## src/rtl/spi_flash_responder_pkg.sv

```systemverilog
// Shared definitions for the SPI flash responder: opcodes, phase lengths and
// the FSM state type.
package spi_flash_responder_pkg;

    localparam logic [7:0] CMD_READ      = 8'h03;
    localparam logic [7:0] CMD_FAST_READ = 8'h0B;

    localparam int unsigned CMD_BITS   = 8;
    localparam int unsigned ADDR_BITS  = 24;
    localparam int unsigned DUMMY_BITS = 8;

    typedef enum logic [2:0] {
        StIdle,
        StCmd,
        StAddr,
        StDummy,
        StData,
        StIgnore
    } state_e;

    // True for the read opcodes this responder serves.
    function automatic logic is_supported(logic [7:0] op);
        return (op == CMD_READ) || (op == CMD_FAST_READ);
    endfunction

endpackage

```

## src/rtl/spi_flash_responder_if.sv

```systemverilog
// Byte-wide memory read port between the responder (master) and the backing
// store (slave).
//   mem_req   : read request, held until mem_ack
//   mem_addr  : byte address, stable while mem_req is high
//   mem_ack   : one-cycle acknowledge, mem_rdata valid in the same cycle
//   mem_rdata : read data byte
interface spi_flash_responder_if #(
    parameter int unsigned ADDR_W = 24
);

    logic              mem_req;
    logic [ADDR_W-1:0] mem_addr;
    logic              mem_ack;
    logic [7:0]        mem_rdata;

    modport master (
        output mem_req,
        output mem_addr,
        input  mem_ack,
        input  mem_rdata
    );

    modport slave (
        input  mem_req,
        input  mem_addr,
        output mem_ack,
        output mem_rdata
    );

endinterface

```

## src/rtl/spi_flash_responder_pin_sync.sv

```systemverilog
// Synchronizes the SPI pins into the system clock domain and derives edge
// strobes.
//   clk_i, rst_i          : system clock, synchronous active-high reset
//   ss_i, sck_i, mosi_i   : raw SPI pins
//   ss_o, mosi_o          : synchronized levels
//   ss_rise_o, ss_fall_o  : one-cycle strobes on synchronized ss edges
//   sck_rise_o/fall_o     : one-cycle strobes on sck edges, masked while ss high
module spi_pin_sync #(
    parameter int unsigned SYNC_STAGES = 2
) (
    input  logic clk_i,
    input  logic rst_i,
    input  logic ss_i,
    input  logic sck_i,
    input  logic mosi_i,
    output logic ss_o,
    output logic mosi_o,
    output logic ss_rise_o,
    output logic ss_fall_o,
    output logic sck_rise_o,
    output logic sck_fall_o
);

    logic [SYNC_STAGES-1:0] ss_sync_q;
    logic [SYNC_STAGES-1:0] sck_sync_q;
    logic [SYNC_STAGES-1:0] mosi_sync_q;
    logic                   ss_prev_q;
    logic                   sck_prev_q;
    logic                   ss_s;
    logic                   sck_s;

    // ss resets to 0 (selected) on purpose: a reset in the middle of a frame
    // then produces no false falling edge, and a deselected master shows up
    // as a rising edge that re-arms the responder.
    always_ff @(posedge clk_i) begin
        if (rst_i) begin
            ss_sync_q   <= '0;
            sck_sync_q  <= '0;
            mosi_sync_q <= '0;
            ss_prev_q   <= 1'b0;
            sck_prev_q  <= 1'b0;
        end else begin
            ss_sync_q   <= {ss_sync_q[SYNC_STAGES-2:0], ss_i};
            sck_sync_q  <= {sck_sync_q[SYNC_STAGES-2:0], sck_i};
            mosi_sync_q <= {mosi_sync_q[SYNC_STAGES-2:0], mosi_i};
            ss_prev_q   <= ss_s;
            sck_prev_q  <= sck_s;
        end
    end

    assign ss_s  = ss_sync_q[SYNC_STAGES-1];
    assign sck_s = sck_sync_q[SYNC_STAGES-1];

    assign ss_o       = ss_s;
    assign mosi_o     = mosi_sync_q[SYNC_STAGES-1];
    assign ss_rise_o  = ss_s & ~ss_prev_q;
    assign ss_fall_o  = ~ss_s & ss_prev_q;
    assign sck_rise_o = ~ss_s & sck_s & ~sck_prev_q;
    assign sck_fall_o = ~ss_s & ~sck_s & sck_prev_q;

endmodule

```

## src/rtl/spi_flash_responder.sv

```systemverilog
// SPI flash target (mode 0) serving READ (0x03) and FAST_READ (0x0B) from a
// byte-wide memory port, with a one-byte prefetch buffer.
//   wb_clk, wb_rst   : system clock (>= 8x sck), synchronous active-high reset
//   i_ss/i_sck/i_mosi: SPI pins from the master
//   o_miso, o_miso_oe: SPI data out and its enable (enable only in DATA)
//   mem              : memory read port (master side)
//   o_busy           : synchronized ss is low
//   o_underrun       : sticky, a byte was due before its fetch completed
module spi_flash_responder
    import spi_flash_responder_pkg::*;
#(
    parameter int unsigned ADDR_W      = 24,
    parameter int unsigned SYNC_STAGES = 2,
    parameter logic [7:0]  IDLE_DATA   = 8'hFF
) (
    input  logic                          wb_clk,
    input  logic                          wb_rst,
    input  logic                          i_ss,
    input  logic                          i_sck,
    input  logic                          i_mosi,
    output logic                          o_miso,
    output logic                          o_miso_oe,
    output logic                          o_busy,
    output logic                          o_underrun,
    spi_flash_responder_if.master         mem
);

    localparam logic [4:0] CMD_LAST   = 5'(CMD_BITS - 1);
    localparam logic [4:0] ADDR_LAST  = 5'(ADDR_BITS - 1);
    localparam logic [4:0] DUMMY_LAST = 5'(DUMMY_BITS - 1);

    logic ss_s, mosi_s, ss_rise, ss_fall, sck_rise, sck_fall;

    spi_pin_sync #(
        .SYNC_STAGES (SYNC_STAGES)
    ) u_pin_sync (
        .clk_i      (wb_clk),
        .rst_i      (wb_rst),
        .ss_i       (i_ss),
        .sck_i      (i_sck),
        .mosi_i     (i_mosi),
        .ss_o       (ss_s),
        .mosi_o     (mosi_s),
        .ss_rise_o  (ss_rise),
        .ss_fall_o  (ss_fall),
        .sck_rise_o (sck_rise),
        .sck_fall_o (sck_fall)
    );

    state_e                 state_q;
    logic                   armed_q;
    logic [4:0]             bit_cnt_q;
    logic [ADDR_BITS-1:0]   shift_in_q;
    logic                   fast_q;
    logic [ADDR_W-1:0]      addr_q;
    logic                   mem_req_q;
    logic [7:0]             buf_q;
    logic                   buf_full_q;
    logic [7:0]             shift_out_q;
    logic [2:0]             out_cnt_q;
    logic                   miso_q;
    logic                   miso_oe_q;
    logic                   underrun_q;
    logic                   busy_q;

    logic [ADDR_BITS-1:0]   shift_in_next;
    logic [7:0]             load_byte;

    assign shift_in_next = {shift_in_q[ADDR_BITS-2:0], mosi_s};
    assign load_byte     = buf_full_q ? buf_q : IDLE_DATA;

    // addr_q always holds the address of the next fetch; it advances on ack,
    // so an underrun leaves the outstanding request (and its address) intact
    // and the late byte simply serves the following slot.
    always_ff @(posedge wb_clk) begin
        if (wb_rst) begin
            state_q     <= StIdle;
            armed_q     <= 1'b0;
            bit_cnt_q   <= '0;
            shift_in_q  <= '0;
            fast_q      <= 1'b0;
            addr_q      <= '0;
            mem_req_q   <= 1'b0;
            buf_q       <= '0;
            buf_full_q  <= 1'b0;
            shift_out_q <= '0;
            out_cnt_q   <= '0;
            miso_q      <= 1'b1;
            miso_oe_q   <= 1'b0;
            underrun_q  <= 1'b0;
            busy_q      <= 1'b0;
        end else begin
            // Not armed until ss has been seen high, so a frame cut by reset
            // stays ignored until the master starts a fresh one.
            busy_q <= armed_q & ~ss_s;

            if (ss_rise) begin
                state_q    <= StIdle;
                armed_q    <= 1'b1;
                mem_req_q  <= 1'b0;
                buf_full_q <= 1'b0;
                miso_oe_q  <= 1'b0;
                miso_q     <= 1'b1;
            end else if (ss_fall && armed_q) begin
                state_q    <= StCmd;
                bit_cnt_q  <= '0;
                fast_q     <= 1'b0;
                underrun_q <= 1'b0;
                buf_full_q <= 1'b0;
                mem_req_q  <= 1'b0;
                out_cnt_q  <= '0;
            end else begin
                unique case (state_q)
                    StCmd: begin
                        if (sck_rise) begin
                            shift_in_q <= shift_in_next;
                            if (bit_cnt_q == CMD_LAST) begin
                                bit_cnt_q <= '0;
                                fast_q    <= (shift_in_next[7:0] == CMD_FAST_READ);
                                state_q   <= is_supported(shift_in_next[7:0]) ? StAddr
                                                                              : StIgnore;
                            end else begin
                                bit_cnt_q <= bit_cnt_q + 5'd1;
                            end
                        end
                    end
                    StAddr: begin
                        if (sck_rise) begin
                            shift_in_q <= shift_in_next;
                            if (bit_cnt_q == ADDR_LAST) begin
                                bit_cnt_q <= '0;
                                addr_q    <= shift_in_next[ADDR_W-1:0];
                                if (fast_q) begin
                                    state_q <= StDummy;
                                end else begin
                                    state_q   <= StData;
                                    mem_req_q <= 1'b1;
                                    miso_oe_q <= 1'b1;
                                end
                            end else begin
                                bit_cnt_q <= bit_cnt_q + 5'd1;
                            end
                        end
                    end
                    StDummy: begin
                        if (sck_rise) begin
                            if (bit_cnt_q == DUMMY_LAST) begin
                                bit_cnt_q <= '0;
                                state_q   <= StData;
                                mem_req_q <= 1'b1;
                                miso_oe_q <= 1'b1;
                            end else begin
                                bit_cnt_q <= bit_cnt_q + 5'd1;
                            end
                        end
                    end
                    StData: begin
                        if (sck_fall) begin
                            if (out_cnt_q == 3'd0) begin
                                miso_q      <= load_byte[7];
                                shift_out_q <= {load_byte[6:0], 1'b0};
                                buf_full_q  <= 1'b0;
                                if (!buf_full_q) begin
                                    underrun_q <= 1'b1;
                                end
                                if (!mem_req_q) begin
                                    mem_req_q <= 1'b1;
                                end
                            end else begin
                                miso_q      <= shift_out_q[7];
                                shift_out_q <= {shift_out_q[6:0], 1'b0};
                            end
                            out_cnt_q <= out_cnt_q + 3'd1;
                        end
                        // Placed after the load so a same-cycle ack refills
                        // the buffer for the following byte.
                        if (mem_req_q && mem.mem_ack) begin
                            buf_q      <= mem.mem_rdata;
                            buf_full_q <= 1'b1;
                            mem_req_q  <= 1'b0;
                            addr_q     <= addr_q + ADDR_W'(1);
                        end
                    end
                    default: ;
                endcase
            end
        end
    end

    assign o_miso       = miso_q;
    assign o_miso_oe    = miso_oe_q;
    assign o_busy       = busy_q;
    assign o_underrun   = underrun_q;
    assign mem.mem_req  = mem_req_q;
    assign mem.mem_addr = addr_q;

endmodule

```

## src/flat_wrapper.sv

```systemverilog
// flat-port wrapper written by rule: the top's interface ports become plain ports
module spi_flash_responder_flat import spi_flash_responder_pkg::*;
#(
    parameter int unsigned ADDR_W      = 24,
    parameter int unsigned SYNC_STAGES = 2,
    parameter logic [7:0]  IDLE_DATA   = 8'hFF
)
  (wb_clk, wb_rst, i_ss, i_sck, i_mosi, o_miso, o_miso_oe, o_busy, o_underrun, mem_mem_req, mem_mem_addr, mem_mem_ack, mem_mem_rdata);
  spi_flash_responder_if #(.ADDR_W(ADDR_W)) mem_i ();
  input  logic wb_clk;
  input  logic wb_rst;
  input  logic i_ss;
  input  logic i_sck;
  input  logic i_mosi;
  output logic o_miso;
  output logic o_miso_oe;
  output logic o_busy;
  output logic o_underrun;
  output wire logic [$bits(mem_i.mem_req)-1:0] mem_mem_req;
  output wire logic [$bits(mem_i.mem_addr)-1:0] mem_mem_addr;
  input wire logic [$bits(mem_i.mem_ack)-1:0] mem_mem_ack;
  input wire logic [$bits(mem_i.mem_rdata)-1:0] mem_mem_rdata;
  assign mem_mem_req = mem_i.mem_req;
  assign mem_mem_addr = mem_i.mem_addr;
  assign mem_i.mem_ack = mem_mem_ack;
  assign mem_i.mem_rdata = mem_mem_rdata;
  spi_flash_responder #(.ADDR_W(ADDR_W), .SYNC_STAGES(SYNC_STAGES), .IDLE_DATA(IDLE_DATA)) u_core (.wb_clk(wb_clk), .wb_rst(wb_rst), .i_ss(i_ss), .i_sck(i_sck), .i_mosi(i_mosi), .o_miso(o_miso), .o_miso_oe(o_miso_oe), .o_busy(o_busy), .o_underrun(o_underrun), .mem(mem_i));
endmodule
```

## config.mk

```make
export PLATFORM = sky130hd
export DESIGN_NAME = spi_flash_responder_flat
export DESIGN_NICKNAME = d
export VERILOG_FILES = /design/src/rtl/spi_flash_responder_pkg.sv /design/src/rtl/spi_flash_responder_if.sv /design/src/rtl/spi_flash_responder_pin_sync.sv /design/src/rtl/spi_flash_responder.sv /design/src/flat_wrapper.sv
export SDC_FILE = /design/constraint.sdc
export NUM_CORES = 1
export LEC_CHECK = 0
export ABC_AREA = 1
export CAP_MARGIN = 15
export CORE_MARGIN = 2
export CORE_UTILIZATION = 60
export CTS_BUF_LIST = sky130_fd_sc_hd__clkbuf_8
export CTS_CLUSTER_SIZE = 28
export DETAILED_ROUTE_END_ITERATION = 8
export HOLD_SLACK_MARGIN = 0.1
export PLACE_DENSITY = 0.83
export REMOVE_ABC_BUFFERS = 1
export SETUP_SLACK_MARGIN = 0.05
export SYNTH_ARGS = -nofsm -noshare
export SYNTH_HDL_FRONTEND = slang
export SYNTH_SLANG_ARGS = --single-unit
```

## constraint.sdc

```tcl
create_clock -name wb_clk -period 2.65 [get_ports wb_clk]
set_clock_uncertainty 0.15 [all_clocks]
set_input_delay 0.795 -clock wb_clk [delete_from_list [all_inputs] [get_ports wb_clk]]
set_output_delay 0.795 -clock wb_clk [all_outputs]
set_load 0.02 [all_outputs]
```

=== After elaboration in Yosys (flattened, before gate mapping) ===
Index checks and enable logic that the tools add are counted.

* Output and inout bits: 29
* Input bits: 14
* Word-level logic and storage cells: 147
* Bits in registers: 90

* Bitwise gates (word level): 13
* Add/subtract/negate cells: 3
* Multiplexer cells: 48
* Reduce and logical (&&, ||, !) cells: 36
* Eq/ne operators: 26

{| class="wikitable"
|+ Operators by type and width
! operator !! number
|-
| $mux W24 || 3
|-
| $pmux W24 S2 || 1
|-
| $mux W3 || 11
|-
| $ne A3 B1 Y1 const B || 9
|-
| $mux W5 || 5
|-
| $add A24 B1 Y24 const B || 1
|-
| $mux W1 || 22
|-
| $reduce_and A7 Y1 || 3
|-
| $reduce_and A4 Y1 || 5
|-
| $reduce_bool A2 Y1 || 10
|-
| $mux W8 || 2
|-
| $ne A2 B1 Y1 const B || 7
|-
| $pmux W5 S2 || 1
|-
| $pmux W3 S3 || 1
|-
| $reduce_and A3 Y1 || 3
|-
| $reduce_bool A3 Y1 || 3
|-
| $eq A8 B2 Y1 const B || 1
|-
| $eq A8 B4 Y1 const B || 1
|-
| $reduce_and A8 Y1 || 1
|-
| $and A1 B1 Y1 || 7
|-
| $eq A3 B2 Y1 const B || 2
|-
| $not A1 Y1 || 6
|-
| $reduce_and A6 Y1 || 1
|-
| $reduce_or A2 Y1 || 3
|-
| 15 further kinds || 17
|}

=== Logic depth before layout (Yosys ltp) ===
* Word-level depth: 7
* Depth in mapped cells: 11
* Mapped depth without buffers: 11

=== Cells and area by module ===
From an unflattened synthesis, not the netlist that was laid out.

* Cells, all modules: 666
* Area total of the unflattened synthesis: 4450.5 sq um

{| class="wikitable"
|+ By module, submodules not included
! module !! seq. area each (sq um) !! times used !! area each (sq um) !! cells an instance
|-
| spi_flash_responder || 1621.6 || 1 || 4192.8 || 634
|-
| spi_pin_sync || 160.2 || 1 || 257.7 || 32
|}

=== Worst setup path after synthesis ===
No wires, ideal clock.

* Kind: input to register
* From: input wb_rst
* To: register u_core.buf_q[0]
* Buffers on the path: 3
* Stages on the path: 6
* Path slack: 0.723 ns
* Setup time: 0.065 ns
* Data required time: 2.435 ns
* Arrival: 1.712 ns
* Path through: clkbuf_1 -> inv_1 -> clkbuf_1 -> buf_1 -> o21ai_0 -> nor2_1

{| class="wikitable"
|+ RTL lines
! element !! RTL line !! source
|-
| start: declaration || flat_wrapper.sv:11 || <nowiki>input logic wb_rst;</nowiki>
|-
| end signal: assignment || spi_flash_responder.sv:178 || <nowiki>buf_q <= mem.mem_rdata;</nowiki>
|-
| end: declaration || spi_flash_responder.sv:57 || <nowiki>logic [7:0] buf_q;</nowiki>
|}

=== Worst setup path in the final report ===
* From: register u_core.addr_q[17], in the netlist u_core.mem.mem_addr[17]
* To: output mem_mem_addr[17]

{| class="wikitable"
|+ RTL lines
! element !! RTL line !! source
|-
| start: declaration || spi_flash_responder.sv:55 || <nowiki>logic [ADDR_W-1:0] addr_q;</nowiki>
|-
| start signal: assignment || spi_flash_responder.sv:132 || <nowiki>addr_q <= shift_in_next[ADDR_W-1:0];</nowiki>
|-
| start signal: assignment || spi_flash_responder.sv:181 || <nowiki>addr_q <= addr_q + ADDR_W'(1);</nowiki>
|-
| end: declaration || flat_wrapper.sv:20 || <nowiki>output wire logic [$bits(mem_i.mem_addr)-1:0] mem_mem_addr;</nowiki>
|}

No word-level cell between the ends.

==> impl_metrics.ini <==
[outcome]
outcome = complete, no violations

[sta]
timing.final.max_slew_violations = 0
fin_ws_ns = 0.251
worst_slew_pin_slew_ns = 0.395
clock.fmax_mhz = 417
tns_ns = 0
fin_crit_ns = 2.40
setup_viol = 0
rsz0062_at_grt = false
hold_viol_final = 0
maxSlewHeadroom_pct = 73.4
finalCritPeriodShare_pct = 90.5

[route]
vias = 4307
dr.first_iter.drc_count = 217
antenna_left = 0
post-route-drc-count = 0
avgViaCountPerCell = 5.30
first_pass_iters = 5
routed_wl_microns = 10000
detail_route.wl_per_cell_microns = 12.3

[clocking]
clk_latency_ns = 0.35
numCtsBuffers = 9
cts_resized = 0
path_clk_slew_ns = 0.09
hold_buffers = 0
cts_tree = built
clock-sinks = 89
cts_root_buf = clkbuf_8
post_cts_buffers = 0
clockBufferDepth = 2
cts_max_level = 3

[critical_path]
crit_chain = clkdlybuf4s50_1
cpPeakStageDelay_ns = 0.65
r2r-end = u_core.mem.mem_addr[0]$_SDFFE_PP0P_
crit_end = mem_mem_addr[17]
end_kind = primary output
worstPathRequired_ns = 1.71
start_kind = flop
slowest_stage = clkdlybuf4s50_1
cp_num_cells = 1
startpoint = u_core.mem.mem_addr[17]$_SDFFE_PP0P_
path_delay_family = buffers and inverters
cp_num_buf_inv = 1
critPathKind = reg -> out
rrSetupSlack_ns = 0.51
crit_arrival_ns = 1.45
r2r-start = u_core.bit_cnt_q[0]$_SDFFE_PP0P_
rr_worst_depth = 10
cp_max_fo = 7

[final_layout]
regArea_sq_um = 1780
multiInputGateArea_sq_um = 2280
drive_gt1_share_pct = 5.19
n_antenna_cell = 0
syn_to_final_growth_pct = 14.6
layout.filler_cells = 601
final_area_sq_um = 5150
fin_nets = 726
final_cell_count_no_fill = 812

[floorplanning]
io_pins = 43
start_util_pct = 61.9
die_y_microns = 90.5
num_rows = 31
core-area_sq_um = 7250
dieArea_sq_um = 8190
die_width_microns = 90.5

[grt]
grt_usage_pct = 25.7
overflow = 0
antenna_found_initial = 0
grt_max_degree = 48
grt_pass1_vias = 3989
grt_first_pass_wirelength_microns = 17700

[pwr]
p_per_area_nw_per_um2 = 649
power.static_leakage_nw = 1.92
irDropWorstVdd_v = 0.000374

[yosys]
synth_seq_cells = 89
synth_edf_count = 0
ys.flop_type = dfxtp_1
synth_top_cell_area_share_pct = 39.7
ys_top_cells_by_count = nand2_1, nor2_1, dfxtp_1, inv_1, o21ai_0
yosys.area.top_type = dfxtp_1
seq_area_frac_synth_pct = 39.7
syn-cell-area_sq_um = 4490
async_flop_share_pct = 0
avgSynthCellArea_sq_um = 6.65
ys_top_cells_by_area = dfxtp_1, nand2_1, nor2_1, o21ai_0, inv_1
yosys_warnings = 0
ys_types = 36
synthCells = 675
post-synth-top-count-cell = nand2_1

[placed_design]
placed_area_sq_um = 4970
placed_cells = 796
dp_slack_ns = 0.0926
hpwl_microns = 7270
gp_congestion = 0.885
port_buffers = 42

[run]
maxCapViolCount = 0

[min_path]
hold_class = reg -> reg
[sequential cells by signal, summed over array words and instances, names as in the netlist]
register and flops:
u_core.o_miso 1, u_core.o_underrun 1, u_core.u_pin_sync.ss_prev_q 1, u_core.mem.mem_req 1, u_core.shift_out_q 7, u_core.u_pin_sync.sck_sync_q 2, u_core.state_q 3, u_core.buf_full_q 1
u_core.fast_q 1, u_core.u_pin_sync.ss_sync_q 2, u_core.o_miso_oe 1, u_core.o_busy 1, u_core.bit_cnt_q 5, u_core.mem.mem_addr 24, u_core.u_pin_sync.mosi_sync_q 2, u_core.shift_in_q 23
u_core.u_pin_sync.sck_prev_q 1, u_core.out_cnt_q 3, u_core.buf_q 8, u_core.armed_q 1
[per-stage QoR]
| stage | hold WS [ns] | utilization (%) | total power [W] |
|---|---|---|---|
| 2_1_floorplan | 0.238 | - | 0.00218 |
| 3_3_place_gp | 0.239 | 68.5 | 0.00249 |
| 3_5_place_dp | 0.246 | 68.5 | 0.00252 |
| 4_1_cts | 0.263 | 71.0 | 0.00335 |
| 5_1_grt | 0.280 | 71.0 | 0.00354 |
| 6_report | 0.261 | 71.0 | 0.00334 |
[power by group]
group | switching, W | total (W) | internal, W
registers | 0.000112 | 0.00155 | 0.00144
logic | 0.000573 | 0.000941 | 0.000368
clock network | 0.000484 | 0.000850 | 0.000366
total | 0.00117 | 0.00334 | 0.00217
[routing by layer]
metal / vias up / track usage [%] / wire [microns]
met5: - / 0 / 0
li1: 2246 / - / -
met1: 1924 / 32.6 / 4510
met3: 14 / 2.92 / 547
met2: 123 / 44.8 / 4800
met4: 0 / 9.74 / 154
[cell families (layout without fill, tap and decap cells)]
kind of cell             Yosys count  count (layout)  share of synthesized area (%)
flip-flops                        89              89                           39.7
AO/OA/AOI/OAI                    136             136                           16.4
XOR/XNOR                           6               6                           1.17
multiplexers                       1               1                          0.223
buffers and inverters            103             141                           9.59
AND/OR/NAND/NOR                  336             336                           31.8
adder cells (fa/ha/maj)            4               4                           1.11
[worst min path at each step]
stage                                                start                                     endpoint  slack, ns  cells past startpoint
2_1_floorplan  u_core.u_pin_sync.mosi_sync_q[0]$_SDFF_PP0_  u_core.u_pin_sync.mosi_sync_q[1]$_SDFF_PP0_       0.24                      2
3_3_place_gp   u_core.u_pin_sync.mosi_sync_q[0]$_SDFF_PP0_  u_core.u_pin_sync.mosi_sync_q[1]$_SDFF_PP0_       0.24                      2
3_5_place_dp    u_core.u_pin_sync.sck_sync_q[0]$_SDFF_PP0_   u_core.u_pin_sync.sck_sync_q[1]$_SDFF_PP0_       0.25                      2
4_1_cts         u_core.u_pin_sync.sck_sync_q[0]$_SDFF_PP0_   u_core.u_pin_sync.sck_sync_q[1]$_SDFF_PP0_       0.26                      2
5_1_grt          u_core.u_pin_sync.ss_sync_q[0]$_SDFF_PP0_    u_core.u_pin_sync.ss_sync_q[1]$_SDFF_PP0_       0.28                      2
6_report        u_core.u_pin_sync.sck_sync_q[0]$_SDFF_PP0_   u_core.u_pin_sync.sck_sync_q[1]$_SDFF_PP0_       0.26                      2
[cells in the final DEF (no fill, tap or decap), types with 4 or more instances in the layout]
| cell | n |
|---|---|
| o21ai_0 | 63 |
| dfxtp_1 | 89 |
| buf_4 | 5 |
| a211oi_1 | 7 |
| nand3_1 | 49 |
| nor3_1 | 16 |
| nand2_1 | 135 |
| a21oi_1 | 51 |
| inv_1 | 72 |
| clkinvlp_4 | 4 |
| clkbuf_8 | 10 |
| xor2_1 | 5 |
| nand4_1 | 4 |
| nor2_1 | 122 |
| clkdlybuf4s50_1 | 42 |
| ha_1 | 4 |
| inv_2 | 5 |
[cell type report]
class,instances,share of cell area (%)
Multi-Input combinational cell,483,44.2
Clock buffer,10,2.67
Inverter,76,5.54
Tap cell,99,2.41
Sequential cell,89,34.6
Timing Repair Buffer,49,9.68
Clock inverter,6,0.827
Note: power is estimated with default switching activity, not from simulation.
